File: config.mk
export PLATFORM = sky130hd
export DESIGN_NAME = qmfir_mem_arb
export DESIGN_NICKNAME = d
export VERILOG_FILES = /design/src/rtl/qmfir_mem_arb.sv
export SDC_FILE = /design/constraint.sdc
export NUM_CORES = 1
export LEC_CHECK = 0
export BUFFER_PORTS_ARGS = -buffer_cell sky130_fd_sc_hd__buf_4
export CAP_MARGIN = 10
export CORE_UTILIZATION = 40
export DETAILED_ROUTE_END_ITERATION = 16
export PLACE_DENSITY = 0.67
export SYNTH_ARGS = -nofsm -noshare
export SYNTH_HDL_FRONTEND = slang
export SYNTH_SLANG_ARGS = --single-unit
File: constraint.sdc
create_clock -name clk -period 2.1 [get_ports clk]
set_clock_uncertainty 0.15 [all_clocks]
set_input_delay 0.315 -clock clk [delete_from_list [all_inputs] [get_ports clk]]
set_output_delay 0.315 -clock clk [all_outputs]
set_load 0.1 [all_outputs]
File: src/rtl/qmfir_mem_arb.sv
// Single-port QMFIR RAM arbiter: the FIR read stream has priority, and a pending host access
// is forced through once it has waited HOST_MAX_WAIT cycles.
module qmfir_mem_arb #(
    parameter int unsigned AW            = 14,
    parameter int unsigned DW            = 24,
    parameter int unsigned RD_LAT        = 1,
    parameter int unsigned HOST_MAX_WAIT = 4
) (
    input  logic          clk,
    input  logic          arst_n,
    input  logic          host_we,
    input  logic          host_re,
    input  logic [AW-1:0] host_addr,
    input  logic [DW-1:0] host_wdata,
    output logic [DW-1:0] host_rdata,
    output logic          host_rvalid,
    output logic          host_busy,
    output logic          host_ovf,
    input  logic          ovf_clr,
    input  logic          fir_req,
    input  logic [AW-1:0] fir_addr,
    output logic          fir_gnt,
    output logic [DW-1:0] fir_rdata,
    output logic          fir_rvalid,
    output logic          mem_en,
    output logic          mem_we,
    output logic [AW-1:0] mem_addr,
    output logic [DW-1:0] mem_wdata,
    input  logic [DW-1:0] mem_rdata
);
    localparam int unsigned CW = 4;

    typedef enum logic [1:0] {H_IDLE, H_PEND, H_RD} host_state_e;

    host_state_e       state_q, state_d;
    logic [CW-1:0]     wait_q, wait_d;
    logic [AW-1:0]     haddr_q;
    logic [DW-1:0]     hwdata_q;
    logic              hwr_q;
    logic [AW-1:0]     addr_q;
    logic [DW-1:0]     wdata_q;
    logic [RD_LAT-1:0] pipe_fir_q, pipe_host_q;
    logic [DW-1:0]     host_rdata_q, fir_rdata_q;
    logic              host_rvalid_q, host_ovf_q;
    logic              busy, pulse, wait_max, host_gnt, fir_gnt_w, ovf_set;

    always_comb begin
        busy      = (state_q != H_IDLE);
        pulse     = host_we | host_re;
        wait_max  = (wait_q == CW'(HOST_MAX_WAIT));
        host_gnt  = (state_q == H_PEND) && (wait_max || !fir_req);
        fir_gnt_w = fir_req && !host_gnt;
        // Simultaneous we/re from idle also counts as a lost pulse.
        ovf_set   = (pulse && busy) || (host_we && host_re);
    end

    always_comb begin
        state_d = state_q;
        wait_d  = wait_q;
        case (state_q)
            H_IDLE: begin
                wait_d = '0;
                if (pulse) state_d = H_PEND;
            end
            H_PEND: begin
                if (host_gnt) begin
                    state_d = hwr_q ? H_IDLE : H_RD;
                    wait_d  = '0;
                end else if (!wait_max) begin
                    wait_d = wait_q + CW'(1);
                end
            end
            H_RD: begin
                if (pipe_host_q[RD_LAT-1]) state_d = H_IDLE;
            end
            default: state_d = H_IDLE;
        endcase
    end

    always_comb begin
        mem_en    = host_gnt | fir_gnt_w;
        mem_we    = host_gnt & hwr_q;
        mem_addr  = addr_q;
        mem_wdata = wdata_q;
        if (host_gnt) begin
            mem_addr  = haddr_q;
            mem_wdata = hwdata_q;
        end else if (fir_gnt_w) begin
            mem_addr = fir_addr;
        end
    end

    always_ff @(posedge clk or negedge arst_n) begin
        if (!arst_n) begin
            state_q       <= H_IDLE;
            wait_q        <= '0;
            haddr_q       <= '0;
            hwdata_q      <= '0;
            hwr_q         <= 1'b0;
            addr_q        <= '0;
            wdata_q       <= '0;
            pipe_fir_q    <= '0;
            pipe_host_q   <= '0;
            host_rdata_q  <= '0;
            fir_rdata_q   <= '0;
            host_rvalid_q <= 1'b0;
            host_ovf_q    <= 1'b0;
        end else begin
            state_q <= state_d;
            wait_q  <= wait_d;
            if (state_q == H_IDLE && pulse) begin
                haddr_q  <= host_addr;
                hwdata_q <= host_wdata;
                hwr_q    <= host_we;
            end
            addr_q         <= mem_addr;
            wdata_q        <= mem_wdata;
            pipe_fir_q[0]  <= fir_gnt_w;
            pipe_host_q[0] <= host_gnt && !hwr_q;
            for (int i = 1; i < int'(RD_LAT); i++) begin
                pipe_fir_q[i]  <= pipe_fir_q[i-1];
                pipe_host_q[i] <= pipe_host_q[i-1];
            end
            host_rvalid_q <= pipe_host_q[RD_LAT-1];
            if (pipe_host_q[RD_LAT-1]) host_rdata_q <= mem_rdata;
            if (fir_rvalid) fir_rdata_q <= mem_rdata;
            if (ovf_set) host_ovf_q <= 1'b1;
            else if (ovf_clr) host_ovf_q <= 1'b0;
        end
    end

    // FIR data is forwarded in its valid cycle and held afterwards, keeping the stream at RD_LAT.
    assign fir_rvalid  = pipe_fir_q[RD_LAT-1];
    assign fir_rdata   = fir_rvalid ? mem_rdata : fir_rdata_q;
    assign fir_gnt     = fir_gnt_w;
    assign host_rdata  = host_rdata_q;
    assign host_rvalid = host_rvalid_q;
    assign host_busy   = busy;
    assign host_ovf    = host_ovf_q;

endmodule

**After elaboration in Yosys (flattened, before gate mapping)**

Index checks and enable logic that the tools add are counted.

- Word-level logic and storage cells: 55
- Output and inout port bits: 93
- Input port bits: 82
- Bits in registers: 135

- Mux-type cells: 14
- Bitwise operators: 3
- Equal/unequal tests: 7
- Add/sub/neg operators: 1
- Reduce and logical (&&, ||, !) cells: 17

Operators with widths:

| operator | count |
|---|---|
| $mux 24 | 2 |
| $mux 14 | 2 |
| $mux 2 | 4 |
| $mux 4 | 2 |
| $pmux 4 s2 | 1 |
| $logic_and 1x1->1 | 6 |
| $ne 2x2->1 const B | 3 |
| $pmux 2 s3 | 1 |
| $reduce_bool 2->1 | 3 |
| $add 4x1->4 const B | 1 |
| $eq 4x3->1 const B | 1 |
| $logic_not 1->1 | 3 |
| $ne 3x3->1 const B | 1 |
| $reduce_and 3->1 | 1 |
| $eq 2x1->1 const B | 1 |
| $eq 2x2->1 const B | 1 |
| $logic_not 2->1 | 1 |
| $logic_or 1x1->1 | 2 |
| $mux 1 | 2 |
| $or 1x1->1 | 2 |
| $reduce_and 2->1 | 1 |
| $and 1x1->1 | 1 |

**Logic depth before layout (Yosys ltp)**

Gate-level depths: netlist of the first run.

- Word-level depth: 7
- Depth in mapped cells: 7
- Gate-level depth less buffers: 5

**Worst setup path before layout of the first run**

No wires, ideal clock.

- Path kind: register to output
- Start: register wait_q[0]
- End: output mem_addr[5]
- Arrival time: 2.047 ns
- Buffers on the path: 1
- Setup slack: -0.412 ns
- Cell stages (with the launch flop): 7
- Data required time: 1.635 ns
- Path through: dfrtp_1 -> inv_1 -> ha_1 -> nand3b_4 -> o21ai_2 -> buf_2 -> o221a_1

- Cells in the longest elaborated chain, start to end: 7

Ends and longest elaborated chain:

| item | RTL line | text |
|---|---|---|
| start, declared | 36 | `logic [CW-1:0] wait_q, wait_d;` |
| start signal, assigned | 110 | `wait_q <= wait_d;` |
| $eq 4x3->1 (*) | 50 | `wait_max = (wait_q == CW'(HOST_MAX_WAIT));` |
| $logic_or 1x1->1 (*) | 51 | `host_gnt = (state_q == H_PEND) && (wait_max \|\| !fir_req);` |
| $logic_and 1x1->1 (*) | 51 |  |
| $logic_not 1->1 | 52 | `fir_gnt_w = fir_req && !host_gnt;` |
| $logic_and 1x1->1 | 52 |  |
| $mux 14 | 88 | `end else if (fir_gnt_w) begin` |
| $mux 14 (*) | 85 | `if (host_gnt) begin` |
| end, declared | 27 | `output logic [AW-1:0] mem_addr,` |

Every way passes the cells marked *; elsewhere a longest branch is shown, timed or not.

**Worst setup path after layout of the first run**

- Start: register wait_q[1]
- End: output mem_addr[1]

Same word-level chain as after synthesis.

==> reports/results.ini, run 1 <==
[place]
portBuffers = 174
place_inst = 704
dp_hpwl_microns = 8952
gp_congestion = 0.7395

[global_routing]
grt_pass1_vias = 4383
grt_pass1_wl_microns = 23690
gr-total-overflow = 0
grt_use_total_pct = 21.86
grt_max_degree = 51
grt_antenna_before_repair = 0

[layout]
area_growth_pct = 78.64
layout_common_cells = 138 x buf_4, 134 x dfrtp_1, 73 x buf_12, 62 x dlygate4sd3_1, 58 x mux2_4
mostFrequentLayoutCell = buf_4
stdcell_count = 825
fin_util_pct = 73.85
insertedDiodeCount = 0
layout-drive-gt1-share_pct = 59.63
nets = 720

[yosys]
synth_nets = 438
syn_area_sq_mm = 0.005518
synth.yosys.seq_area_share_pct = 61.22
syn_area_per_cell_sq_um = 15.59
synthCells = 354
yosys_warnings = 0
ys_types = 36
ys_ff_latch = 135

[cts]
numCtsBuffers = 17
numClockSinks = 135
insertion_delay_ns = 0.41
tritoncts = done
cts_buffer_depth = 2
cts_root_buf = clkbuf_16
cts.clk_slew.worst_paths_ns = 0.06
cts.htree.levels = 4

[floorplanning]
ios = 175
coreArea_sq_mm = 0.01335
start_util_pct = 41.34
row_count = 42
chipHeight_microns = 119.5
die-width_microns = 119.5
dieArea_sq_mm = 0.01427

[route]
drtIter0Drc = 171
wl_per_cell_microns = 19.32
topRoutingLayerUsed = met4
drc = 0
met1_length_microns = 6460
antenna_left = 0
firstDrtPassIters = 4
drt_wl_total_microns = 15940
via_count = 4099
viasPerCell = 4.968
dr_wl_met2_microns = 8386
met3WireLength_microns = 839

[critical_path]
cpLargestDelayFamily = buffers and inverters
crit_buf_inv = 4
cp_slowest_cell = dfrtp_1
critPathMaxFanout = 8
cpPeakStageDelay_ns = 0.39
start_kind = flop
arrival_ns = 2.12
crit_top_cell = buf_6
cp-end-kind = primary output
crit_type = flop to primary output
worstPathCellList = inv_2 -> ha_4 -> nand3b_4 -> buf_6 -> or2_4 -> buf_6 -> o221a_4 -> buf_12
critPathRequiredTime_ns = 1.63

[timing]
finalSetupTns_ns = -17.23
rsz0062_at_grt = yes
period_share_pct = 123.2
fmax_ghz = 0.3864
hold_viol = 0
fin_crit_ns = 2.588
setup_ws_ns = -0.4879
slew_violations = 0
tightest_slew_ns = 0.4750
max_slew_margin_pct = 68.33
setup_viol = 54

[min_path]
hold_path_class = primary input to flop

[status]
violations = negative setup slack
status = finished with violations

[job]
max_cap_violations = 0

==> worst paths after layout <==
| kind | start | to | slack [ns] | depth (start not counted) |
|---|---|---|---|---|
| worst max-delay path | wait_q[1] | mem_addr[1] | -0.49 | 8 |
| worst min-delay path | mem_rdata[22] | host_rdata[22] | 0.02 | 2 |
| worst max register to register | state_q[1] | hwdata_q[14] | 0.16 | 6 |
| worst min register to register | host_rdata[6] | host_rdata[6] | 0.36 | 1 |
| max in group asynchronous | arst_n | fir_rvalid | 0.84 | 3 |
| min in group asynchronous | arst_n | wdata_q[19] | 0.27 | 2 |
==> metal layers <==
layer,vias up,global-route usage (%)
li1,1854,-
met1,2075,26.94
met2,151,36.78
met3,19,6.130
met4,0,7.344
met5,-,0
==> worst register-to-register path: stages, from the launching register on <==
cell and delay [ns]:
dfrtp_1 0.38, buf_4 0.22, nor2_4 0.17, inv_4 0.07, nor2_4 0.23, buf_12 0.22
mux2_2 0.38
==> cells in the mapped netlist <==
| cell type | count | area, sq um |
|---|---|---|
| a211o_1 | 14 | 122.6 |
| a21o_1 | 1 | 7.510 |
| a21oi_1 | 2 | 10.01 |
| a21oi_4 | 1 | 16.27 |
| a22o_1 | 1 | 8.760 |
| a32o_1 | 1 | 10.01 |
| and2_1 | 2 | 12.51 |
| and3b_1 | 14 | 122.6 |
| buf_2 | 11 | 55.05 |
| buf_4 | 1 | 7.510 |
| buf_6 | 7 | 78.83 |
| clkbuf_1 | 4 | 15.01 |
| dfrtp_1 | 135 | 3378 |
| ha_1 | 2 | 25.02 |
| inv_1 | 5 | 18.77 |
| inv_4 | 1 | 6.260 |
| mux2_1 | 20 | 225.2 |
| mux2_2 | 80 | 900.9 |
| mux2_4 | 10 | 150.1 |
| mux2i_1 | 1 | 10.01 |
| nand2_1 | 4 | 15.01 |
| nand2b_1 | 3 | 18.77 |
| nand2b_4 | 1 | 13.76 |
| nand3_1 | 2 | 10.01 |
| nand3b_4 | 1 | 20.02 |
| nand4_1 | 1 | 6.260 |
| nor2_1 | 4 | 15.01 |
| nor2_4 | 2 | 22.52 |
| nor2b_1 | 1 | 6.260 |
| o21ai_0 | 2 | 10.01 |
| o21ai_2 | 1 | 8.760 |
| o221a_1 | 1 | 11.26 |
| o221a_2 | 13 | 146.4 |
| o22ai_1 | 3 | 18.77 |
| o31ai_1 | 1 | 7.510 |
| or2_1 | 1 | 6.260 |
==> registers in the layout, summed over array words and instances (netlist names) <==
| register | flops |
|---|---|
| hwdata_q | 24 |
| host_rvalid | 1 |
| state_q | 2 |
| wdata_q | 24 |
| fir_rvalid | 1 |
| host_rdata | 24 |
| fir_rdata_q | 24 |
| pipe_host_q | 1 |
| hwr_q | 1 |
| haddr_q | 14 |
| host_ovf | 1 |
| wait_q | 4 |
| addr_q | 14 |
==> through the flow <==
stage               setup WS [ns]  cell area, sq um  hold slack (ns)
floorplan                 -0.1027              5665          -0.1306
global placement         -0.08281              7287           0.1233
detailed placement        -0.1461              7287           0.1331
CTS                       -0.5398              9438         0.009718
global route              -0.5521              9857        -0.002710
finish                    -0.4879              9857          0.01738
==> cell type report <==
class	instances	area [sq um]
fillers	801	3491
flip-flops and latches	135	3382
repair buffers	286	3319
multi-input cells	190	2286
clock buffers	26	509.2
well taps	176	220.2
clock inverters	6	112.6
inverters	6	27.53
==> logic make-up (layout without fill, tap and decap cells) <==
logic type      after synthesis  after routing  synth area share (%)
compound gates               41             41                 6.848
fa+ha+maj                     2              2                0.4534
buf+inv                      29            324                 3.288
flops                       135            135                 61.22
mux                         111            111                 23.31
simple gates                 36             36                 4.875
==> repair_timing <==
action / in CTS / in global routing
hold endpoints to repair: 109 / 1
setup endpoints to repair: 64 / 64
hold buffers: 61 / 1
gates cloned: 3 / 2
pin swaps: 3 / 18
setup buffers: 6 / 18
gates resized for setup: 178 / 61
Power of run 1 is left out: the tool's default activity adds up to more than one toggle a clock period on the data nets, which glitch-free logic cannot reach.
==> inputs of run 2 (changes only) <==
SETUP_SLACK_MARGIN = 0.2   (was default)
==> reports/results.ini, run 2 (synthesis gave the netlist of run 1 again) <==
[floorplanning]
ios = 175  ; unchanged
die-width_microns = 119.5  ; unchanged
row_count = 42  ; unchanged
coreArea_sq_mm = 0.01335  ; unchanged
start_util_pct = 41.34  ; unchanged
dieArea_sq_mm = 0.01427  ; unchanged
chipHeight_microns = 119.5  ; unchanged

[route]
via_count = 4194  ; +2.3%
topRoutingLayerUsed = met4
drc = 0  ; unchanged
met3WireLength_microns = 806  ; -3.9%
met1_length_microns = 6932  ; +7.3%
drtIter0Drc = 175  ; +2.3%
antenna_left = 0  ; unchanged
viasPerCell = 5.035  ; +1.3%
dr_wl_met2_microns = 9015  ; +7.5%
drt_wl_total_microns = 17050  ; +7.0%
wl_per_cell_microns = 20.47  ; +5.9%
firstDrtPassIters = 4  ; unchanged

[cts]
cts_root_buf = clkbuf_16
numClockSinks = 135  ; unchanged
cts.clk_slew.worst_paths_ns = 0.06  ; about the same
numCtsBuffers = 17  ; unchanged
cts_buffer_depth = 2  ; unchanged
cts.htree.levels = 4  ; unchanged
insertion_delay_ns = 0.42  ; about the same
tritoncts = done

[critical_path]
r2r_cells = 7  ; +1
cp-end-kind = primary output
r2r_slack_ns = 0.17  ; about the same
crit_type = flop to primary output
critPathMaxFanout = 6  ; -2
endpoint = mem_wdata[15]
r2r-end = hwdata_q[1]
start_kind = flop
crit_start = wait_q[1]
r2r-start = state_q[1]
critPathRequiredTime_ns = 1.63  ; about the same
arrival_ns = 2.13  ; about the same

[layout]
nets = 730  ; +1.4%
layout_common_cells = 137 x buf_4, 134 x dfrtp_1, 78 x buf_12, 74 x mux2_4, 63 x dlygate4sd3_1
area_growth_pct = 82.04
mostFrequentLayoutCell = buf_4
stdcell_count = 833  ; +0.97%
insertedDiodeCount = 0  ; unchanged
layout-drive-gt1-share_pct = 60.58  ; +0.95 points

[timing]
setup_viol = 60  ; +11%
rsz0062_at_grt = yes
period_share_pct = 123.7  ; +0.43 points
fmax_ghz = 0.3851  ; -0.35%
fin_crit_ns = 2.597  ; +0.009058 ns
tightest_slew_ns = 0.5171  ; +0.04205 ns
fin_hold_ws_ns = 0.01942  ; +0.002037 ns
hold_viol = 0  ; unchanged
setup_ws_ns = -0.4970  ; -0.009058 ns
max_slew_margin_pct = 65.53  ; -2.8 points
slew_violations = 0  ; unchanged

[global_routing]
grt_antenna_before_repair = 0  ; unchanged
grt_pass1_wl_microns = 24610  ; +3.9%
gr-total-overflow = 0  ; unchanged
grt_max_degree = 53  ; +3.9%
grt_pass1_vias = 4533  ; +3.4%
grt_use_total_pct = 22.68  ; +0.82 points

[status]
status = finished with violations
violations = negative setup slack

[place]
dp_hpwl_microns = 8841  ; -1.2%
portBuffers = 174  ; unchanged
gp_congestion = 0.7379  ; -0.22%
place_inst = 704  ; unchanged

[job]
max_cap_violations = 0  ; unchanged

[min_path]
hold_path_class = primary input to flop

[run 2: changes by cell type in the layout (fill, tap and decap cells not counted), moves of 2 or more]
cell	previous run	this run
clkbuf_1	4	1
clkinv_4	2	0
clkinv_2	1	4
buf_12	73	78
clkinvlp_4	0	5
buf_6	7	10
buf_8	3	1
clkbuf_16	19	22
mux2_2	49	34
mux2_4	58	74
bufinv_16	3	0
[run 2: layout make-up]
cell class,instances,area [sq um]
clock buffer,22,484.2
clock inverter,8,50.05
fill,766,3303
inverter,6,28.78
multi-input combinational,190,2351
sequential,135,3382
tap,176,220.2
timing repair buffer,296,3528
[run 2: how the worst min path moves through the flow]
| stage | start | to | cells after the start |
|---|---|---|---|
| detailed placement | arst_n | hwdata_q[18] | 1 |
| global route | mem_rdata[13] | host_rdata[13] | 2 |
| global placement | arst_n | hwdata_q[18] | 1 |
| finish | mem_rdata[13] | host_rdata[13] | 2 |
| CTS | mem_rdata[21] | host_rdata[21] | 2 |
| floorplan | arst_n | addr_q[0] | 0 |
[run 2: critical path: stages (launching register included)]
cell	delay, ns
dfrtp_1	0.39
inv_2	0.07
ha_4	0.13
nand3b_4	0.10
a21oi_4	0.19
buf_6	0.15
clkbuf_16	0.16
mux2_4	0.33
buf_12	0.17
[run 2: per-layer routing]
layer | track usage [%] | up-vias
li1 | - | 1865
met1 | 27.75 | 2158
met2 | 38.95 | 145
met4 | 9.063 | 0
met3 | 4.741 | 26
met5 | 0 | -
[run 2: repair_timing]
item,4_1_cts,5_1_grt
hold endpoints to repair,110,0
gates cloned,3,4
endpoints found under the setup margin,66,83
pin swaps,0,8
gates resized for setup,189,70
setup buffers,8,21
hold buffers,63,0
[run 2: per-stage QoR]
stage | TNS, ns | utilization [%] | instance area, sq um | worst slack (ns)
after detailed placement | -3.537 | 55.52 | 7411 | -0.1347
after CTS | -20.72 | 71.13 | 9494 | -0.5432
after global placement | -1.727 | 55.52 | 7411 | -0.07399
after floorplan | -0.5802 | - | 5816 | -0.03709
after global routing | -21.63 | 75.25 | 10040 | -0.5561
final | -18.60 | 75.25 | 10040 | -0.4970
Power of run 2 is left out for the same reason.
